## config.mk

```make
export PLATFORM = sky130hd
export DESIGN_NAME = mips_mem_arbiter
export DESIGN_NICKNAME = d
export VERILOG_FILES = /design/src/rtl/mips_mem_arbiter.sv
export SDC_FILE = /design/constraint.sdc
export NUM_CORES = 1
export LEC_CHECK = 0
export BUFFER_PORTS_ARGS = -buffer_cell sky130_fd_sc_hd__clkbuf_2
export CORE_UTILIZATION = 25
export CTS_CLUSTER_DIAMETER = 40
export DETAILED_ROUTE_END_ITERATION = 12
export PLACE_DENSITY = 0.48
export RECOVER_POWER = 100
export SLEW_MARGIN = 0
export SYNTH_ARGS = -nofsm -noshare
export SYNTH_HDL_FRONTEND = slang
export SYNTH_SLANG_ARGS = --single-unit
```

## constraint.sdc

```tcl
create_clock -name clk -period 2.1 [get_ports clk]
set_input_delay 0.63 -clock clk [delete_from_list [all_inputs] [get_ports clk]]
set_output_delay 0.63 -clock clk [all_outputs]
set_load 0.02 [all_outputs]
```

## src/rtl/mips_mem_arbiter.sv

```systemverilog
// mips_mem_arbiter: shares one memory between the MIPS core (m0) and the loader (m1); define MIPS_MEM_ARB_RR_EN for round-robin ties.
module mips_mem_arbiter #(
  parameter int ADDR_WIDTH  = 32,
  parameter int DATA_WIDTH  = 32,
  parameter int MEM_LATENCY = 1,
  parameter int MAX_WAIT    = 8
) (
  input  logic                  clk,
  input  logic                  rst_n,
  input  logic                  m0_req,
  input  logic                  m0_we,
  input  logic [ADDR_WIDTH-1:0] m0_addr,
  input  logic [DATA_WIDTH-1:0] m0_wdata,
  output logic                  m0_gnt,
  output logic                  m0_rvalid,
  output logic [DATA_WIDTH-1:0] m0_rdata,
  input  logic                  m1_req,
  input  logic                  m1_we,
  input  logic [ADDR_WIDTH-1:0] m1_addr,
  input  logic [DATA_WIDTH-1:0] m1_wdata,
  output logic                  m1_gnt,
  output logic                  m1_rvalid,
  output logic [DATA_WIDTH-1:0] m1_rdata,
  output logic [ADDR_WIDTH-1:0] mem_addr,
  output logic [DATA_WIDTH-1:0] mem_wdata,
  output logic                  mem_we,
  input  logic [DATA_WIDTH-1:0] mem_rdata
);
  typedef enum logic [1:0] {IDLE, ISSUE, WAIT, RESP} state_t;
  state_t     state;
  logic       owner;
  logic       pick;
  logic [3:0] lat_cnt;
`ifdef MIPS_MEM_ARB_RR_EN
  logic       last_gnt;
  always_comb pick = m1_req & (~m0_req | ~last_gnt);
`else
  logic [7:0] wait_cnt;
  always_comb pick = m1_req & (~m0_req | (wait_cnt == 8'(MAX_WAIT)));
`endif
  always_ff @(posedge clk) begin
    if (!rst_n) begin
      state     <= IDLE;
      owner     <= 1'b0;
      lat_cnt   <= '0;
      m0_gnt    <= 1'b0;
      m1_gnt    <= 1'b0;
      m0_rvalid <= 1'b0;
      m1_rvalid <= 1'b0;
      m0_rdata  <= '0;
      m1_rdata  <= '0;
      mem_addr  <= '0;
      mem_wdata <= '0;
      mem_we    <= 1'b0;
`ifdef MIPS_MEM_ARB_RR_EN
      last_gnt  <= 1'b1;
`else
      wait_cnt  <= '0;
`endif
    end else begin
      case (state)
        IDLE: if (m0_req | m1_req) begin
          owner     <= pick;
          m0_gnt    <= ~pick;
          m1_gnt    <= pick;
          mem_we    <= pick ? m1_we : m0_we;
          mem_addr  <= pick ? m1_addr : m0_addr;
          mem_wdata <= pick ? m1_wdata : m0_wdata;
          state     <= ISSUE;
`ifdef MIPS_MEM_ARB_RR_EN
          last_gnt  <= pick;
`else
          // m1 requesting but not picked means m0 beat it on a tie
          if (pick) wait_cnt <= '0;
          else if (m1_req) wait_cnt <= wait_cnt + 8'd1;
`endif
        end
        ISSUE: begin
          m0_gnt  <= 1'b0;
          m1_gnt  <= 1'b0;
          mem_we  <= 1'b0;
          lat_cnt <= 4'(MEM_LATENCY);
          state   <= mem_we ? IDLE : WAIT;
        end
        WAIT: if (lat_cnt == 4'd1) begin
          if (owner) m1_rdata <= mem_rdata;
          else m0_rdata <= mem_rdata;
          m0_rvalid <= ~owner;
          m1_rvalid <= owner;
          state     <= RESP;
        end else lat_cnt <= lat_cnt - 4'd1;
        RESP: begin
          m0_rvalid <= 1'b0;
          m1_rvalid <= 1'b0;
          state     <= IDLE;
        end
      endcase
    end
  end
endmodule

```

---- Word level (Yosys, flattened, before mapping) ----
Cells that the tools add are included.
word-level totals
  latch bits .............................. 0
  register bits after elaboration ......... 148
  memory bits (read-only) ................. 0
  logic and storage cells ................. 63
  memories ................................ 0
  input bits .............................. 166
  RAM bits ................................ 0
cells by class
  magnitude comparators ................... 0
  shift-type cells ........................ 0
  multiplexer cells ....................... 21
  equal/unequal tests ..................... 8
  bitwise logic cells ..................... 6
  reduce and logical (&&, ||, !) cells .... 13
  $add $sub $neg .......................... 2
  div/mod/pow operators ................... 0
  multipliers ............................. 0
operator list
  cell                                                                    count
  32-bit 2-to-1 mux                                                       2
  8-bit 2-to-1 mux                                                        2
  1-bit case mux with 2 select lines                                      5
  2-bit AND reduction                                                     5
  3-bit AND reduction                                                     3
  8-bit by 1-bit adder with 8-bit output (second input constant)          1
  8-bit by 4-bit equality test with 1-bit output (second input constant)  1
  2-bit case mux with 4 select lines                                      1
  4-bit case mux with 2 select lines                                      1
  2-bit nonzero test                                                      4
  1-bit 2-to-1 mux                                                        6
  2-bit 2-to-1 mux                                                        3
  2-bit != test (second input constant)                                   3
  2-bit equality test (second input constant)                             2
  4-bit by 1-bit equality test with 1-bit output (second input constant)  1
  4-bit 2-to-1 mux                                                        1
  4-bit by 1-bit subtractor with 4-bit output (second input constant)     1
  1-bit inverter                                                          3
  2-bit by 1-bit equality test with 1-bit output (second input constant)  1
  2-bit zero test                                                         1
  1-bit bitwise OR                                                        2
  1-bit bitwise AND                                                       1

---- Depth between registers and ports, before layout ----
Gate-level depths: netlist of run 1.
  depth after elaboration ................. 6
  gate-level depth with buffers ........... 8
  depth with buffers taken out ............ 6

---- Worst setup path before layout of run 1 ----
Ideal clock, no wire load.
  path type ............................... input -> register
  start point ............................. input m0_req
  end point ............................... register mem_addr[0]
  required time ........................... 1.978 ns
  arrival time ............................ 1.774 ns
  setup slack ............................. 0.204 ns
  stages on the path ...................... 6
  path buffers ............................ 2
  setup time .............................. 0.122 ns
  cells stage by stage .................... nor2_1 > or3_1 > and2_1 > buf_2 > clkbuf_1 > a221o_1
on the way
  word-level cells in the longest chain between the ends .. 4
RTL lines
  element                 line  RTL
  start: declaration      10    input logic m0_req,
  1-bit inverter          39    always_comb pick = m1_req & (~m0_req | (wait_cnt == 8'(MAX_WAIT)));
  1-bit bitwise OR        39
  1-bit bitwise AND       39
  32-bit 2-to-1 mux       67    mem_addr <= pick ? m1_addr : m0_addr;
  end signal: assignment  67
  end: declaration        24    output logic [ADDR_WIDTH-1:0] mem_addr,
Several ways; a longest one is shown, not always the timed one.
A chain may end at the register's enable or synchronous reset.

---- Worst setup path after layout of run 1 ----
  start point ............................. register wait_cnt[1]
  end point ............................... register mem_wdata[28]
on the way
  word-level cells in the longest chain between the ends .. 4
RTL lines
  element                                         line  RTL
  start: declaration                              38    logic [7:0] wait_cnt;
  start signal: assignment                        75    else if (m1_req) wait_cnt <= wait_cnt + 8'd1;
  8-bit by 4-bit equality test with 1-bit output  39
  1-bit bitwise OR                                39
  1-bit bitwise AND                               39
  32-bit 2-to-1 mux                               68    mem_wdata <= pick ? m1_wdata : m0_wdata;
  end signal: assignment                          68
  end: declaration                                25    output logic [DATA_WIDTH-1:0] mem_wdata,
Every way passes these cells.

==> results of run 1 <==
==> area by class of cell <==
| class | instances | area [sq um] |
|---|---|---|
| inverter | 8 | 30.0 |
| multi-input combinational | 481 | 2810 |
| timing repair buffer | 320 | 1590 |
| clock buffer | 20 | 447 |
| tap | 319 | 399 |
| clock inverter | 12 | 145 |
| fill | 2598 | 15300 |
| sequential | 148 | 2960 |
==> cell usage in the layout (no fill, tap or decap), drive strengths merged, types with 5 or more instances in the layout <==
master  count
a221o      64
nor2b       6
nor3       70
nand3       9
nor2       11
buf        21
nand4       5
inv        12
nand2     200
a21oi       6
dfxtp     148
clkbuf    319
a21boi     68
==> metrics by stage <==
step | hold WS [ps] | setup WS (ps) | power [W] | utilization (%)
after global routing | 407 | 19.3 | 0.00779 | 35.4
after CTS | 404 | 112 | 0.00761 | 36.1
after global placement | 443 | 26.2 | 0.00444 | 33.6
final | 430 | 109 | 0.00744 | 35.4
after detailed placement | 448 | 8.77 | 0.00444 | 33.6
after floorplan | 477 | 204 | 0.00389 | -
==> logic make-up after synthesis <==
kind of cell / after synthesis / synth area share (%)
buffers and inverters: 71 / 5.59
AOI/OAI and AO/OA: 151 / 20.9
adders and majority gates: 4 / 0.822
xor gates and xnor gates: 6 / 0.863
and+or+nand+nor: 320 / 23.2
DFF: 148 / 48.6
==> layer usage <==
| layer | global-route usage, % | wire length [microns] |
|---|---|---|
| met1 | 19.9 | 8980 |
| met2 | 26.0 | 9700 |
| met3 | 7.04 | 2190 |
| met4 | 3.71 | 159 |
| met5 | 0 | 0 |
==> flip-flops by register name, indices dropped and copies added, names as in the netlist, named ones only <==
signal     flops
m1_gnt         1
mem_addr      32
mem_we         1
wait_cnt       8
m1_rdata      32
m0_rvalid      1
lat_cnt        4
mem_wdata     32
m0_gnt         1
state          1
m1_rvalid      1
m0_rdata      32
owner          1
==> what timing repair did <==
item                       CTS  global route
setup endpoints to repair    0             9
setup buffers                0             1
hold buffers                 0             0
==> power by group through the flow <==
| stage | sequential [W] | clock (W) | combinational (W) |
|---|---|---|---|
| after floorplan | 0.00336 | 0 | 0.000531 |
| after CTS | 0.00312 | 0.00323 | 0.00126 |
| after detailed placement | 0.00319 | 0 | 0.00126 |
| final | 0.00312 | 0.00312 | 0.00120 |
| after global routing | 0.00314 | 0.00334 | 0.00131 |
| after global placement | 0.00319 | 0 | 0.00125 |
==> worst max-delay path, stage by stage (launching register included) <==
cell and delay [ps]:
dfxtp_1 360, inv_1 70, ha_1 150, nor4b_4 260
nand4_1 160, and3_2 250, buf_12 190, a221o_1 390
==> how the worst max path moves through the flow <==
stage	to	startpoint	cells after the start
CTS	mem_addr[24]	wait_cnt[1]	7
global placement	mem_addr[25]	m1_req	6
global route	mem_addr[24]	wait_cnt[1]	7
finish	mem_wdata[28]	wait_cnt[1]	7
floorplan	mem_addr[0]	m0_req	6
detailed placement	mem_addr[23]	m1_req	6
==> impl_metrics.csv, run 1 <==
group,metric,value,unit
timing,clock.fmax,502,MHz
setup_path,path_class,"reg2reg",
hold_path,holdPathEnd,"mem_addr[3]",
global_routing,grt_max_degree,79,
global_routing,grt.total_usage,16.2,%
clocking,post_cts_resized,0,
pwr,ir_worst_vdd,459,uV
die,core_area,23700,sq um
setup_path,worstSetupEndpointType,"register",
setup_path,r2r_slack,110,ps
synthesis,yosysMostFrequentCell,"nand2_1",
synthesis,async_flop_share,0,%
timing,rsz0062_at_grt,"false",
synthesis,synth.area.top_cells,"dfxtp_1 49%, nand2_1 12%, a221o_1 11%",
pwr,power_leakage,3.25,nW
timing,setup_viol,0,
flow_run,cap_violations,0,
layout,nets,1146,
drt,dr.pass1.iters,5,
pwr,internal_power,0.00527,W
outcome,status,"finished clean",
timing,slew_violations,0,
hold_path,hold_path_startpoint,"m0_addr[3]",
setup_path,crit_fanout,64,
timing,setup-tns-final,0,ps
clocking,cts_tree,"done",
synthesis,synthFlopType,"dfxtp_1",
place,dp_hpwl,14500,microns
hold_path,min_path_type,"in2reg",
drt,drtIter0Drc,417,
clocking,cts_buffer_depth,2,
synthesis,synth_edf_count,0,
timing,worst_pin_slew,489,ps
synthesis,syn_inst,700,
clocking,cts_root_buffer,"clkbuf_16",
synthesis,synth_area,6090,sq um
setup_path,startpoint_type,"register",
pwr,switching_power,0.00217,W
synthesis,synthTopCellsByCount,"200 x nand2_1, 148 x dfxtp_1, 70 x nor3_1",
timing,finalCritPeriodShare,94.8,%
clocking,clock-sinks,148,
setup_path,worstPathRequired,2400,ps
layout,final_cells,1308,
layout,area_growth,37.5,%
global_routing,first_global_vias,5616,
global_routing,grt_overflow,0,
drt,drc_errors,0,
layout,stdcell_area,8370,sq um
pwr,pwr-share-comb,16.1,%
drt,via_count,6029,
timing,finClkSkew,14.6,ps
setup_path,arrival,2290,ps
hold_path,whs_path_depth,2,
die,num_rows,56,
synthesis,syn_nets,870,
layout,n_antenna_cell,0,
timing,post-route-min-period,1990,ps
setup_path,worst_r2r_path_depth,7,
pwr,p_seq_share,42.0,%
timing,finalHoldViolCount,0,
synthesis,synthDistinctLibCells,43,
die,io_pins,299,
place,dpl_cell_area,7950,sq um
layout,drive_above_1_share,22.3,%
die,die_width,158,microns
clocking,numCtsBuffers,17,
clocking,path_clk_slew,70,ps
drt,routedWlPerCell,16.1,microns
drt,vias_per_cell,4.61,
synthesis,yosys.area.top_type,"dfxtp_1",
place,numPortBuffers,298,
synthesis,yosys_register_bits,148,
setup_path,reg2reg_to,"mem_wdata[28]",
pwr,sw_frac_of_total,29.2,%
drt,ant_nets,0,
synthesis,synth_warnings,0,
pwr,p_per_area,888,nW/um^2
die,chipHeight,158,microns
synthesis,ys_seq_area_share,48.6,%
die,initial_core_util,25.7,%
global_routing,grt_pass1_wl,31400,microns
drt,routed_wl,21000,microns
clocking,cts_max_level,4,
timing,relSlewSlack,67.1,%
synthesis,synth_top_area_share,48.6,%
place,gp_congestion,0.741,
clocking,clk_latency,420,ps
synthesis,synth_area_per_cell,8.70,sq um
global_routing,antenna_found_initial,0,
pwr,clockPowerShare,41.9,%
place,dp_cells,1275,
setup_path,rr_startpoint,"wait_cnt[1]",
die,die-area,25000,sq um
No activity file was read; power rests on OpenSTA's default activity.
==> inputs of run 2 (changes only) <==
--- a/config.mk
+++ b/config.mk
@@ -7,3 +7,3 @@
 export LEC_CHECK = 0
-export BUFFER_PORTS_ARGS = -buffer_cell sky130_fd_sc_hd__clkbuf_2
+export BUFFER_PORTS_ARGS = -buffer_cell sky130_fd_sc_hd__buf_4
 export CORE_UTILIZATION = 25
@@ -13,2 +13,3 @@
 export RECOVER_POWER = 100
+export SETUP_SLACK_MARGIN = 0.5
 export SLEW_MARGIN = 0
--- a/constraint.sdc
+++ b/constraint.sdc
@@ -3,2 +3,2 @@
 set_output_delay 0.63 -clock clk [all_outputs]
-set_load 0.02 [all_outputs]
+set_load 0.005 [all_outputs]
==> impl_metrics.csv, run 2 (synthesis gave the netlist of run 1 again) <==
group,metric,value,unit
global_routing,first_global_vias,6117,
global_routing,grt_max_degree,75,
setup_path,r2r_slack,170,ps
die,core_area,23700,sq um
setup_path,path_cells,"inv_4 -> ha_4 -> nor4b_4 -> nand4_1 -> and3_4 -> clkbuf_2 -> a221o_1",
timing,rsz0062_at_grt,"true",
layout,final_cell_mix,"187 x buf_4, 181 x nand2_1, 146 x dfxtp_1",
die,die-area,25000,sq um
die,num_rows,56,
die,die_width,158,microns
timing,finClkSkew,13.7,ps
global_routing,antenna_found_initial,2,
layout,n_antenna_cell,0,
setup_path,crit_slowest_cell,"a221o_1",
global_routing,grt.total_usage,18.8,%
timing,worst_pin_slew,412,ps
die,initial_core_util,25.7,%
outcome,status,"finished clean",
flow_run,cap_violations,0,
drt,vias_per_cell,4.78,
setup_path,crit_fanout,8,
setup_path,arrival,2240,ps
drt,dr.pass1.iters,5,
place,dp_cells,1274,
setup_path,reg2reg_to,"mem_addr[11]",
drt,drtIter0Drc,385,
clocking,cts_buffer_depth,2,
setup_path,endpoint,"mem_addr[11]",
drt,ant_nets,0,
global_routing,grt_pass1_wl,35300,microns
timing,setup_viol,0,
pwr,p_per_area,770,nW/um^2
hold_path,whs_path_depth,2,
layout,area_growth,59.7,%
timing,setup-tns-final,0,ps
place,numPortBuffers,298,
drt,drc_errors,0,
setup_path,worstSetupEndpointType,"register",
timing,clock.fmax,517,MHz
layout,final_cells,1338,
setup_path,rr_startpoint,"wait_cnt[1]",
timing,post-route-min-period,1930,ps
clocking,cts_tree,"done",
timing,slew_violations,0,
clocking,clk_latency,420,ps
die,chipHeight,158,microns
place,dp_hpwl,15500,microns
clocking,clock-sinks,148,
timing,finalCritPeriodShare,92.1,%
drt,via_count,6393,
setup_path,path_class,"reg2reg",
hold_path,min_path_type,"in2reg",
layout,layout_commonest_cell,"buf_4",
clocking,cts_root_buffer,"clkbuf_16",
place,gp_congestion,0.774,
timing,finalHoldViolCount,0,
layout,drive_above_1_share,35.3,%
die,io_pins,299,
setup_path,worst_r2r_path_depth,7,
timing,relSlewSlack,72.6,%
pwr,ir_worst_vdd,411,uV
clocking,path_clk_slew,70,ps
layout,nets,1177,
pwr,power_leakage,4.00,nW
drt,routedWlPerCell,18.9,microns
clocking,numCtsBuffers,17,
layout,finalCoreUtilization,41.1,%
setup_path,startpoint_type,"register",
clocking,cts_max_level,4,
setup_path,slowest_delay,390,ps
clocking,postCtsHoldBufs,0,
setup_path,crit_path_start,"wait_cnt[1]",
drt,routed_wl,25300,microns
setup_path,worstPathRequired,2400,ps
global_routing,grt_overflow,0,
[run 2: what timing repair did]
item	in CTS	in global routing
buffers inserted	17	3
setup endpoints to repair	135	144
gates cloned	5	8
pin swaps	7	65
resized for setup	24	66
[run 2: layer usage]
layer	GRT usage (%)	wire length, microns	up-vias
li1	-	-	3085
met4	5.40	461	4
met2	31.6	11900	273
met5	0	27	-
met3	8.95	2700	31
met1	21.0	10200	3000
[run 2: final cells by class]
cell class | instances | area, sq um
fillers | 2502 | 14000
multi-input cells | 481 | 3050
flip-flops and latches | 148 | 2970
repair buffers | 351 | 2710
clock buffers | 19 | 443
well taps | 319 | 399
clock inverters | 12 | 121
inverters | 8 | 35.0
[run 2: report_power, final]
part | internal, W | switching [W] | leakage, nW
Combinational | 0.000713 | 0.000658 | 2.53
Clock | 0.00168 | 0.00132 | 0.263
Sequential | 0.00299 | 0.000117 | 1.21
Total | 0.00539 | 0.00210 | 4.00
[run 2: how the worst min path moves through the flow]
stage                       from       endpoint
finish              m0_wdata[28]  mem_wdata[28]
global route        m0_wdata[27]  mem_wdata[27]
CTS                 m0_wdata[24]  mem_wdata[24]
detailed placement  m0_rdata[26]   m0_rdata[26]
global placement    m0_rdata[29]   m0_rdata[29]
floorplan            m0_rdata[0]    m0_rdata[0]
[run 2: metrics by stage]
stage | area (sq um) | hold WS, ps | setup WS, ps | total power (W)
3_3_place_gp | 8770 | 442 | 58.7 | 0.00446
2_1_floorplan | 6300 | 451 | 300 | 0.00379
6_report | 9720 | 426 | 166 | 0.00748
3_5_place_dp | 8770 | 445 | 33.2 | 0.00446
4_1_cts | 9670 | 405 | 272 | 0.00759
5_1_grt | 9720 | 403 | 106 | 0.00784
[run 2: critical path: cells and delay by family, from the launching register on]
family	cells	cell delay [ps]
adders and majority gates	1	120
AOI/OAI and AO/OA	1	390
DFF	1	350
and+or+nand+nor	3	640
buffers and inverters	2	300
==> inputs of run 3 (changes only) <==
Settings changed: BUFFER_PORTS_ARGS -buffer_cell sky130_fd_sc_hd__buf_4 to not set, DONT_BUFFER_PORTS set to 1, PLACE_DENSITY 0.48 to 0.37.
==> impl_metrics.csv, run 3 (synthesis gave the netlist of run 1 again) <==
group,metric,value,unit
pwr,ir_worst_vdd,462,uV
layout,area_growth,28.5,%
hold_path,whs_path_depth,2,
setup_path,startpoint_type,"register",
timing,relSlewSlack,60.8,%
layout,final_cell_mix,"177 x nand2_1, 144 x dfxtp_1, 67 x nor3_1",
clocking,cts_root_buffer,"clkbuf_16",
clocking,cts_tree,"done",
timing,finalCritPeriodShare,89.4,%
setup_path,worstPathRequired,2410,ps
layout,drive_above_1_share,19.0,%
drt,ant_nets,0,
place,dp_cells,966,
timing,slew_violations,0,
drt,routedWlPerCell,21.5,microns
global_routing,first_global_vias,5307,
clocking,cts_max_level,4,
clocking,cts_buffer_depth,2,
drt,drtIter0Drc,368,
drt,via_count,5376,
pwr,p_per_area,897,nW/um^2
pwr,power_leakage,2.87,nW
die,chipHeight,158,microns
global_routing,antenna_found_initial,1,
clocking,numCtsBuffers,17,
drt,routed_wl,22300,microns
setup_path,crit_slowest_cell,"dfxtp_1",
setup_path,path_cells,"inv_4 -> ha_4 -> nor4b_4 -> a31oi_4 -> buf_12 -> bufbuf_16 -> nor3_1 -> a221o_1",
global_routing,grt_overflow,0,
clocking,clock-sinks,148,
drt,drc_errors,0,
timing,setup_viol,0,
die,core_area,23700,sq um
drt,dr.pass1.iters,4,
setup_path,worst_r2r_path_depth,8,
die,initial_core_util,25.7,%
timing,finClkSkew,10.0,ps
flow_run,cap_violations,0,
outcome,status,"finished clean",
layout,fillCellCount,2444,
layout,nets,874,
hold_path,min_path_type,"in2reg",
place,dp_hpwl,12500,microns
setup_path,crit_fanout,17,
die,num_rows,56,
die,die-area,25000,sq um
layout,final_cells,1036,
place,gp_congestion,0.764,
global_routing,grt_pass1_wl,30100,microns
timing,post-route-min-period,1880,ps
timing,rsz0062_at_grt,"true",
setup_path,arrival,2190,ps
timing,worst_pin_slew,583,ps
timing,setup-tns-final,0,ps
timing,clock.fmax,533,MHz
setup_path,path_class,"reg2reg",
setup_path,slowest_delay,390,ps
global_routing,grt_max_degree,148,
die,io_pins,299,
pwr,total_power,0.00702,W
drt,vias_per_cell,5.19,
die,die_width,158,microns
clocking,clk_latency,430,ps
global_routing,grt.total_usage,16.1,%
clocking,path_clk_slew,80,ps
place,numPortBuffers,0,
layout,layout_commonest_cell,"nand2_1",
setup_path,worstSetupEndpointType,"register",
clocking,postCtsHoldBufs,0,
layout,n_antenna_cell,0,
timing,finalHoldViolCount,0,
[run 3: worst max-delay path, delay by kind of cell (launching register included)]
kind,cells,cell delay [ps]
flops,1,390
simple gates,2,200
compound gates,2,500
fa+ha+maj,1,150
buf+inv,3,510
[run 3: metal layers]
| metal | GRT usage [%] | up-vias | wire length (microns) |
|---|---|---|---|
| li1 | - | 2481 | - |
| met1 | 16.2 | 2624 | 8160 |
| met2 | 28.8 | 244 | 11100 |
| met3 | 7.80 | 27 | 2530 |
| met4 | 5.36 | 0 | 495 |
| met5 | 0 | - | 0 |
[run 3: path summary, 6_finish.rpt]
path	start	to	slack, ps
min	mem_rdata[14]	m1_rdata[14]	320
max	wait_cnt[1]	mem_wdata[0]	220
min reg2reg	m0_rdata[13]	m0_rdata[13]	480
max reg2reg	wait_cnt[1]	mem_wdata[0]	220
[run 3: per-stage QoR]
stage | cell area [sq um] | utilization [%] | setup slack [ps] | hold WS [ps]
after floorplan | 6300 | - | 300 | 451
after global placement | 6430 | 27.1 | 224 | 468
after detailed placement | 6430 | 27.1 | 165 | 472
after CTS | 7470 | 31.6 | 266 | 310
after global routing | 7830 | 33.0 | 83.4 | 297
final | 7830 | 33.0 | 223 | 321
[run 3: final cells by class]
cell class	instances	area [sq um]	share of cell area, %
multi-input combinational	481	3110	39.7
sequential	148	2970	38.0
timing repair buffer	48	726	9.27
clock buffer	17	425	5.44
tap	319	399	5.10
clock inverter	15	161	2.06
inverter	8	35.0	0.448
[run 3: power breakdown]
part | leakage, nW | switching (W) | internal [W]
Clock | 0.283 | 0.00143 | 0.00159
Sequential | 1.21 | 0.000184 | 0.00300
Combinational | 1.38 | 0.000430 | 0.000387
Total | 2.87 | 0.00204 | 0.00498
[run 3: what timing repair did]
item,in CTS,in global routing
pin swaps,9,47
gates cloned,7,6
setup buffers,17,8
gates resized for setup,26,106
setup endpoints to repair,139,143
